## src/rtl/ticket_fare_ctrl.sv

```systemverilog
`default_nettype none
// ============================================================================
// Module   : ticket_fare_ctrl
// Purpose  : Fare/payment controller for the ticket vending machine. It
//            accumulates coins against a selected ticket price, issues the
//            ticket or refunds on cancel, then sends the change/refund amount
//            to the Display stage using a ready-then-data handshake. It waits
//            for Display completion before the next transaction starts.
// Option   : DISP_TIMEOUT_EN - enables a Display-done timeout in WAIT_DISP
//            that sets a sticky err flag and returns to COLLECT.
// Ports    : clk          - system clock, rising edge
//            rst          - synchronous active-low reset
//            coin_valid   - one-cycle coin strobe, coin_val sampled with it
//            coin_val     - coin value [DATA_W]
//            sel_valid    - one-cycle selection strobe, sel sampled with it
//            sel          - ticket type 0..3
//            cancel       - one-cycle abort/refund strobe
//            disp_done    - Display finished (level)
//            out_RDY1     - ready pulse to Display
//            DATA_out1    - change/refund amount to Display [DATA_W]
//            ticket_issue - one-cycle dispense pulse
//            refund       - one-cycle refund pulse
//            coin_rej     - one-cycle coin-rejected pulse
//            busy         - high in any state other than COLLECT
//            err          - sticky Display-timeout flag (0 without option)
// Revision : 1.0 - initial release
// ============================================================================
module ticket_fare_ctrl #(
  parameter int unsigned DATA_W      = 8,
  parameter int unsigned PRICE0      = 5,
  parameter int unsigned PRICE1      = 10,
  parameter int unsigned PRICE2      = 15,
  parameter int unsigned PRICE3      = 20,
  parameter int unsigned TIMEOUT_CYC = 64
) (
  input  logic              clk,
  input  logic              rst,
  input  logic              coin_valid,
  input  logic [DATA_W-1:0] coin_val,
  input  logic              sel_valid,
  input  logic [1:0]        sel,
  input  logic              cancel,
  input  logic              disp_done,
  output logic              out_RDY1,
  output logic [DATA_W-1:0] DATA_out1,
  output logic              ticket_issue,
  output logic              refund,
  output logic              coin_rej,
  output logic              busy,
  output logic              err
);

  if (TIMEOUT_CYC == 0) begin : g_bad_timeout
    $error("TIMEOUT_CYC must be at least 1");
  end

  typedef enum logic [2:0] {
    S_COLLECT   = 3'd0,
    S_ISSUE     = 3'd1,
    S_REFUND    = 3'd2,
    S_SEND_RDY  = 3'd3,
    S_SEND_DATA = 3'd4,
    S_WAIT_DISP = 3'd5
  } state_t;

  state_t            r_state, w_state_nx;
  logic [DATA_W-1:0] r_credit, w_credit_nx;
  logic [DATA_W-1:0] r_price, w_price_nx;
  logic              r_sel_ok, w_sel_ok_nx;
  logic [DATA_W-1:0] r_xfer, w_xfer_nx;
  logic              r_wait_arm, w_wait_arm_nx;  // set after first WAIT_DISP cycle
  logic              r_coin_rej, w_coin_rej_nx;
  logic [DATA_W:0]   w_sum;                      // extra bit flags overflow
  logic [DATA_W-1:0] w_sel_price;

`ifdef DISP_TIMEOUT_EN
  localparam int unsigned c_tmo_w = (TIMEOUT_CYC > 1) ? $clog2(TIMEOUT_CYC) : 1;
  logic [c_tmo_w-1:0] r_tmo_cnt, w_tmo_cnt_nx;
  logic               r_err, w_err_nx;
`endif

  assign w_sum = {1'b0, r_credit} + {1'b0, coin_val};

  always_comb begin
    w_sel_price = DATA_W'(PRICE0);
    case (sel)
      2'd0:    w_sel_price = DATA_W'(PRICE0);
      2'd1:    w_sel_price = DATA_W'(PRICE1);
      2'd2:    w_sel_price = DATA_W'(PRICE2);
      default: w_sel_price = DATA_W'(PRICE3);
    endcase
  end

  always_ff @(posedge clk) begin
    if (!rst) begin
      r_state    <= S_COLLECT;
      r_credit   <= '0;
      r_price    <= '0;
      r_sel_ok   <= 1'b0;
      r_xfer     <= '0;
      r_wait_arm <= 1'b0;
      r_coin_rej <= 1'b0;
`ifdef DISP_TIMEOUT_EN
      r_tmo_cnt  <= '0;
      r_err      <= 1'b0;
`endif
    end else begin
      r_state    <= w_state_nx;
      r_credit   <= w_credit_nx;
      r_price    <= w_price_nx;
      r_sel_ok   <= w_sel_ok_nx;
      r_xfer     <= w_xfer_nx;
      r_wait_arm <= w_wait_arm_nx;
      r_coin_rej <= w_coin_rej_nx;
`ifdef DISP_TIMEOUT_EN
      r_tmo_cnt  <= w_tmo_cnt_nx;
      r_err      <= w_err_nx;
`endif
    end
  end

  always_comb begin
    w_state_nx    = r_state;
    w_credit_nx   = r_credit;
    w_price_nx    = r_price;
    w_sel_ok_nx   = r_sel_ok;
    w_xfer_nx     = r_xfer;
    w_wait_arm_nx = r_wait_arm;
    // Any coin arriving outside COLLECT is bounced; COLLECT overrides below.
    w_coin_rej_nx = coin_valid && (r_state != S_COLLECT);
    out_RDY1      = 1'b0;
    DATA_out1     = '0;
    ticket_issue  = 1'b0;
    refund        = 1'b0;
`ifdef DISP_TIMEOUT_EN
    w_tmo_cnt_nx  = r_tmo_cnt;
    w_err_nx      = r_err;
`endif

    case (r_state)
      S_COLLECT: begin
        // Cancel with nothing inserted has nothing to refund, so it is ignored.
        if (cancel && (r_credit != '0)) begin
          w_state_nx    = S_REFUND;
          w_coin_rej_nx = coin_valid;
        end else begin
          if (coin_valid) begin
            if (w_sum[DATA_W]) begin
              w_coin_rej_nx = 1'b1;
            end else begin
              w_credit_nx = w_sum[DATA_W-1:0];
            end
          end
          if (sel_valid) begin
            w_price_nx  = w_sel_price;
            w_sel_ok_nx = 1'b1;
          end
          if (w_sel_ok_nx && (w_credit_nx >= w_price_nx)) begin
            w_state_nx = S_ISSUE;
          end
        end
      end
      S_ISSUE: begin
        ticket_issue = 1'b1;
        w_xfer_nx    = r_credit - r_price;
        w_state_nx   = S_SEND_RDY;
      end
      S_REFUND: begin
        refund     = 1'b1;
        w_xfer_nx  = r_credit;
        w_state_nx = S_SEND_RDY;
      end
      S_SEND_RDY: begin
        out_RDY1   = 1'b1;
        w_state_nx = S_SEND_DATA;
      end
      S_SEND_DATA: begin
        DATA_out1     = r_xfer;
        w_state_nx    = S_WAIT_DISP;
        w_credit_nx   = '0;
        w_price_nx    = '0;
        w_sel_ok_nx   = 1'b0;
        w_wait_arm_nx = 1'b0;
`ifdef DISP_TIMEOUT_EN
        w_tmo_cnt_nx  = '0;
`endif
      end
      S_WAIT_DISP: begin
        // The first cycle ignores disp_done so a level left over from the
        // previous transaction cannot end this wait.
        w_wait_arm_nx = 1'b1;
`ifdef DISP_TIMEOUT_EN
        if (r_wait_arm && disp_done) begin
          w_state_nx = S_COLLECT;
        end else if (r_tmo_cnt == c_tmo_w'(TIMEOUT_CYC - 1)) begin
          w_err_nx   = 1'b1;
          w_state_nx = S_COLLECT;
        end else begin
          w_tmo_cnt_nx = r_tmo_cnt + 1'b1;
        end
`else
        if (r_wait_arm && disp_done) begin
          w_state_nx = S_COLLECT;
        end
`endif
      end
      default: begin
        w_state_nx = S_COLLECT;
      end
    endcase
  end

  assign coin_rej = r_coin_rej;
  assign busy     = (r_state != S_COLLECT);

`ifdef DISP_TIMEOUT_EN
  assign err = r_err;
`else
  assign err = 1'b0;
`endif

endmodule
`default_nettype wire

```

## config.mk

```make
export PLATFORM = sky130hd
export DESIGN_NAME = ticket_fare_ctrl
export DESIGN_NICKNAME = d
export VERILOG_FILES = /design/src/rtl/ticket_fare_ctrl.sv
export SDC_FILE = /design/constraint.sdc
export NUM_CORES = 1
export LEC_CHECK = 0
export ABC_AREA = 1
export BUFFER_PORTS_ARGS = -buffer_cell sky130_fd_sc_hd__buf_2
export CORE_MARGIN = 2
export CORE_UTILIZATION = 55
export CTS_CLUSTER_DIAMETER = 150
export DETAILED_ROUTE_END_ITERATION = 8
export PLACE_DENSITY = 0.8
export SLEW_MARGIN = 5
export SYNTH_ARGS = -nofsm -noshare
export SYNTH_HDL_FRONTEND = slang
export SYNTH_SLANG_ARGS = --single-unit
```

## constraint.sdc

```tcl
create_clock -name clk -period 3.26 [get_ports clk]
set_input_delay 0.163 -clock clk [delete_from_list [all_inputs] [get_ports clk]]
set_output_delay 0.163 -clock clk [all_outputs]
set_load 0.1 [all_outputs]
```

# Word level (Yosys, flattened, before mapping)
# Cells that the tools add are included.
totals:
  regBits: 30
  out_inout_bits: 14
  word_cells: 65
op_classes:
  add_sub_neg: 2
  n_lt_le_gt_ge: 1
  n_eq_ne: 10
  mux: 31
  reduce_logical: 14
op_table:
  columns: ["cell", "count"]
  rows:
  - ["two-way mux 8 bit", 10]
  - ["one-hot mux 8 bit (2 select lines)", 3]
  - ["one-hot mux 3 bit (5 select lines)", 1]
  - ["one-hot mux 5 bit (3 select lines)", 1]
  - ["two-way mux 1 bit", 11]
  - ["adder 8 x 8 -> 9 bit", 1]
  - ["two-way mux 3 bit", 3]
  - [">= comparator 8 bit", 1]
  - ["nonzero test 8 bit", 1]
  - ["subtractor 8 bit", 1]
  - ["equality test 3 x 2 -> 1 bit (second input constant)", 2]
  - ["equality test 3 bit (second input constant)", 2]
  - ["nonzero test 2 bit", 3]
  - ["logical AND 1 bit", 4]
  - ["inequality test 2 bit (second input constant)", 2]
  - ["one-hot mux 1 bit (2 select lines)", 2]
  - ["AND reduction 2 bit", 2]
  - ["equality test 3 x 1 -> 1 bit (second input constant)", 1]
  - ["logical NOT 3 bit", 1]
  - ["inequality test 3 bit (second input constant)", 1]
  - ["nonzero test 3 bit", 1]
  - ["equality test 2 x 1 -> 1 bit (second input constant)", 1]
  - ["equality test 2 bit (second input constant)", 1]
  - ["logical NOT 2 bit", 1]
  - ["OR reduction 2 bit", 1]

# Longest topological paths before layout
logic_depth:
  depth_word: 10
  depth_mapped: 21
  mapped_depth_nobuf: 20

# Least setup slack after synthesis
# Ideal clock, no wire load.
synth_timing:
  kind: "register -> register"
  start: "reg r_state[0]"
  end: "reg r_state[2]"
  t_arrival_ns: 2.798
  required_ns: 3.186
  path_slack_ns: 0.388
  path_stages_with_launch: 5
  synth_period_minus_slack_ns: 2.872
  path_cell_list: "dfxtp_1 inv_2 nor3_1 nor3_1 nor2_1"
synth_between:
  elab_chain_cells: 3
  elab_cells_between_ends: 11
  classes_between: "eq/ne (7); mux (1); reduce/logical (3)"
synth_lines:
  columns: ["item", "line_no", "source"]
  rows:
  - ["start: declaration", "66", "state_t r_state, w_state_nx;"]
  - ["start signal: assignment", "108", "r_state <= w_state_nx;"]
  - ["equality test 3 x 2 -> 1 bit (tied with other cells)", "140", "case (r_state)"]
  - ["OR reduction 2 bit (no source line) (tied with other cells)", null, null]
  - ["one-hot mux 3 bit (5 select lines) or AND reduction 2 bit (tied branches)", null, null]
# Parallel ways exist; a longest one is shown, timed or not.
# A chain may end at the register's enable or synchronous reset.

# Worst setup path in the final report
layout_timing:
  start: "reg r_credit[0]"
  end: "reg r_state[0]"
layout_between:
  elab_chain_cells: 9
  elab_cells_between_ends: 13
  classes_between: "add/sub (1); order compare (1); eq/ne (1); mux (6); reduce/logical (4)"
layout_lines:
  columns: ["item", "line_no", "source"]
  rows:
  - ["start: declaration", "67", "logic [DATA_W-1:0] r_credit, w_credit_nx;"]
  - ["start signal: assignment", "109", "r_credit <= w_credit_nx;"]
  - ["adder 8 x 8 -> 9 bit", "82", "assign w_sum = {1'b0, r_credit} + {1'b0, coin_val};"]
  - ["two-way mux 8 bit", "148", "if (w_sum[DATA_W]) begin"]
  - ["two-way mux 8 bit", "147", "if (coin_valid) begin"]
  - ["two-way mux 8 bit", "143", "if (cancel && (r_credit != '0)) begin"]
  - ["two-way mux 8 bit", "140", null]
  - [">= comparator 8 bit", "158", "if (w_sel_ok_nx && (w_credit_nx >= w_price_nx)) begin"]
  - ["logical AND 1 bit", "158", null]
  - ["inequality test 3 bit (no source line)", null, null]
  - ["AND reduction 2 bit (no source line)", null, null]
# Parallel ways exist; a longest one is shown, timed or not. The select of a mux whose other input is x is not followed.

==> impl_metrics.csv <==
group,metric,value,unit
run_status,outcome,"finished, final reports clean",
clock_tree,worstSkewPairLatency,0.28,ns
logic_synthesis,synth.top_cell.area_share,24.12,%
place,pre_cts_slack,0.4787,ns
logic_synthesis,synth_top_family_by_area,"simple AND/OR/NAND/NOR gates",
route,detailed_route_drc_error_count,0,
power_and_ir_drop,worst_ir_drop_vdd,0.0005464,V
cells_and_area,fin_cells,458,
logic_synthesis,post_synth_num_cell_types,43,
timing,timing.fmax,354.6,MHz
setup_path,max_fo_critical_path,12,
logic_synthesis,netlist_top_cells_count,"110 x nand2_1, 56 x inv_1, 30 x dfxtp_1",
timing,clock-skew-final,0.01016,ns
grt,grtUsageTotal,23.73,%
logic_synthesis,synth_compound_gate_area_share,13.22,%
place,dp_cells,450,
clock_tree,cts_post_setup_buffers_inserted,0,
setup_path,critical_path_max_stage_delay,0.43,ns
cells_and_area,final_layout_size_suffix_gt1_share,16.75,%
logic_synthesis,ys_warn_count,0,
min_path,holdCritPathClass,"in2reg",
logic_synthesis,synth_xor_area_share,2.462,%
floorplan,starting_utilization_of_the_core_area,57.18,%
floorplan,fp.coreArea,4354,µm²
route,detail_route.iter0.violations,143,
clock_tree,htree_num_levels,2,
grt,grt_max_degree,25,
setup_path,critical_path_source_type,"flop",
logic_synthesis,synth_top_area_cell,"dfxtp_1",
clock_tree,cts.path.max_buffers,2,
logic_synthesis,synth.avg_cell_area,6.657,µm²
timing,slew_viol_final,0,
timing,worst_slew_margin_rel,39.14,%
logic_synthesis,netlist_top_cells_area,"dfxtp_1 24%, nand2_1 17%, ha_1 14%",
timing,min_period,2.820,ns
logic_synthesis,post_synth_and_or_nand_nor_area_fraction,32.76,%
logic_synthesis,yosys.cell_count.top_type,"nand2_1",
place,buffer_ports.inserted,28,
grt,overflow_left_after_global_routing,0,
logic_synthesis,async_reset_ff_share,0,%
timing,hold_violations,0,
setup_path,worstSetupPathType,"reg2reg",
logic_synthesis,dominantRegCellSynth,"dfxtp_1",
logic_synthesis,synth-adder-area-share,15.18,%
logic_synthesis,synth_mux_area_share,0,%
logic_synthesis,synth-edff-count,0,
grt,grt_pass1_wl,9.749,mm
route,viasPerCell,5.210,
timing,setup_slack,0.4401,ns
logic_synthesis,ys_ff_latch,30,
route,drt-total-wl,5.564,mm
logic_synthesis,postSynthCellCount,374,
grt,antenna_found_initial,0,
place,detailedPlacementHpwl,4.352,mm
route,number_of_iterations_in_the_first_detailed_routing_pass,5,
clock_tree,clock-root-buffer,"clkbuf_8",
setup_path,critical_path.slowest_cell,"fa_1",
setup_path,required_time_of_the_critical_path,3.44,ns
timing,setup-tns-final,0,ns
clock_tree,clock_slew_seen_by_the_registers_of_the_worst_setup_and_hold_paths,0.07,ns
floorplan,num_rows,24,
setup_path,timing.critical_path.mode_cell,"nand2_1",
clock_tree,tritoncts,"yes",
setup_path,worst-endpoint-arrival,3.00,ns
power_and_ir_drop,power.density_cell_area,1103,nW/µm²
route,avgRoutedWirePerCell,12.15,µm
setup_path,path_cells,"ha_1 -> fa_1 -> nand3_2 -> nand3_2 -> nand2_2 -> nand3_2 -> o21ai_0 -> ha_1 -> a21oi_1 -> nand2_1 -> nand2_1 -> nand2_1 -> o21ai_0 -> nand2_1 -> o211ai_1 -> inv_1",
floorplan,die-height,71.29,µm
grt,via_count_of_the_first_global_routing_pass,2254,
place,place_congestion,0.8586,
cells_and_area,syn2layout_area_growth,10.25,%
route,ant_nets,0,
clock_tree,post_cts_resized,0,
timing,grt_setup_unrepaired,"false",
power_and_ir_drop,static-leakage-power,0.001403,µW
floorplan,pin_count,30,
run,cap_violations,0,
logic_synthesis,synth.yosys.seq_area_share,24.12,%
timing,min_period_over_period,86.50,%
clock_tree,number_of_buffers_inserted_during_clock_tree_synthesis,5,
cells_and_area,finish.net_count,450,
cells_and_area,antenna_cells,0,
timing,setup_violations,0,
clock_tree,clock_sink_count,30,
floorplan,width_of_the_die,71.29,µm
clock_tree,cts-hold-fix-buffers,0,
route,via_count,2386,
logic_synthesis,syn_nets,419,
setup_path,setup.worst_path.end_class,"flop",
floorplan,floorplan.die_area,5082,µm²
logic_synthesis,synthesis.area,2490,µm²
timing,timing_worst_slew_pin_value,0.9119,ns
[path summary, 6_finish.rpt]
| path | startpoint | to | slack, ns | cells past startpoint |
|---|---|---|---|---|
| setup / recovery | r_credit[0] | r_state[0] | 0.44 | 16 |
| hold / removal | coin_valid | coin_rej | 0.16 | 3 |
| setup reg to reg | r_credit[0] | r_state[0] | 0.44 | 16 |
| hold reg to reg | r_xfer[2] | r_xfer[2] | 0.47 | 2 |
[stage by stage]
step	total power (µW)	area, µm²	util, %	hold WS, ns
after detailed placement	2695	2654	60.95	0.4521
final	3028	2745	63.05	0.1613
after global routing	3337	2745	63.05	0.1617
after floorplan	2364	2490	-	0.2805
after CTS	3017	2745	63.05	0.1603
after global placement	2648	2654	60.95	0.4482
[placed cells by master (no fill, tap or decap), types with 2 or more instances in the layout]
master and count:
nand2_2 6, or2_2 2, dfxtp_1 30, clkbuf_8 6, ha_1 27, nor2_1 25, inv_1 56, a21oi_2 6
o21ai_0 12, nand3_2 3, xnor2_1 4, a31oi_1 2, o21a_1 4, nand3_1 18, o22ai_1 2, fa_1 2
nor2_2 2, or2_1 2, nor3_1 3, buf_4 2, nand3b_1 2, a21oi_1 25, nand4_1 2, xor2_1 3
nand2_1 110, inv_2 6, buf_2 28
[sequential cells by signal, summed over array words and instances, names as in the netlist]
| register | flops |
|---|---|
| coin_rej | 1 |
| r_credit | 8 |
| r_price | 8 |
| r_sel_ok | 1 |
| r_state | 3 |
| r_wait_arm | 1 |
| r_xfer | 8 |
[logic make-up after synthesis]
family | after synthesis
flip-flops | 30
XOR/XNOR | 7
AO/OA/AOI/OAI | 56
other | 1
AND/OR/NAND/NOR | 181
buffers and inverters | 70
adder cells (fa/ha/maj) | 29
[final cells by class]
class | instances | area (µm²)
multi-input cells | 274 | 1588
well taps | 52 | 65.06
clock inverters | 1 | 5.005
inverters | 64 | 245.2
flip-flops and latches | 30 | 600.6
clock buffers | 7 | 86.33
fillers | 397 | 1609
repair buffers | 30 | 155.1
[power breakdown]
part           internal (µW)  switching [µW]  leakage [µW]
clock network            170             144     0.0000482
logic                    726            1360       0.00111
registers                496             130      0.000245
total                   1390            1640       0.00140
[routing by layer]
metal | global-route usage [%] | up-vias | share of wire [%]
met1 | 31.86 | 1079 | 47
met4 | 5.870 | 0 | 1.0
met3 | 4.641 | 7 | 5.4
met5 | 0 | - | 0
li1 | - | 1242 | -
met2 | 39.40 | 58 | 47
[critical path: cells and delay by family, from the launching register on]
family	cells	cell delay, ns
fa+ha+maj	3	0.95
simple gates	8	0.70
compound gates	4	0.68
flops	1	0.33
buf+inv	1	0.05
Note: power is estimated with default switching activity, not from simulation.
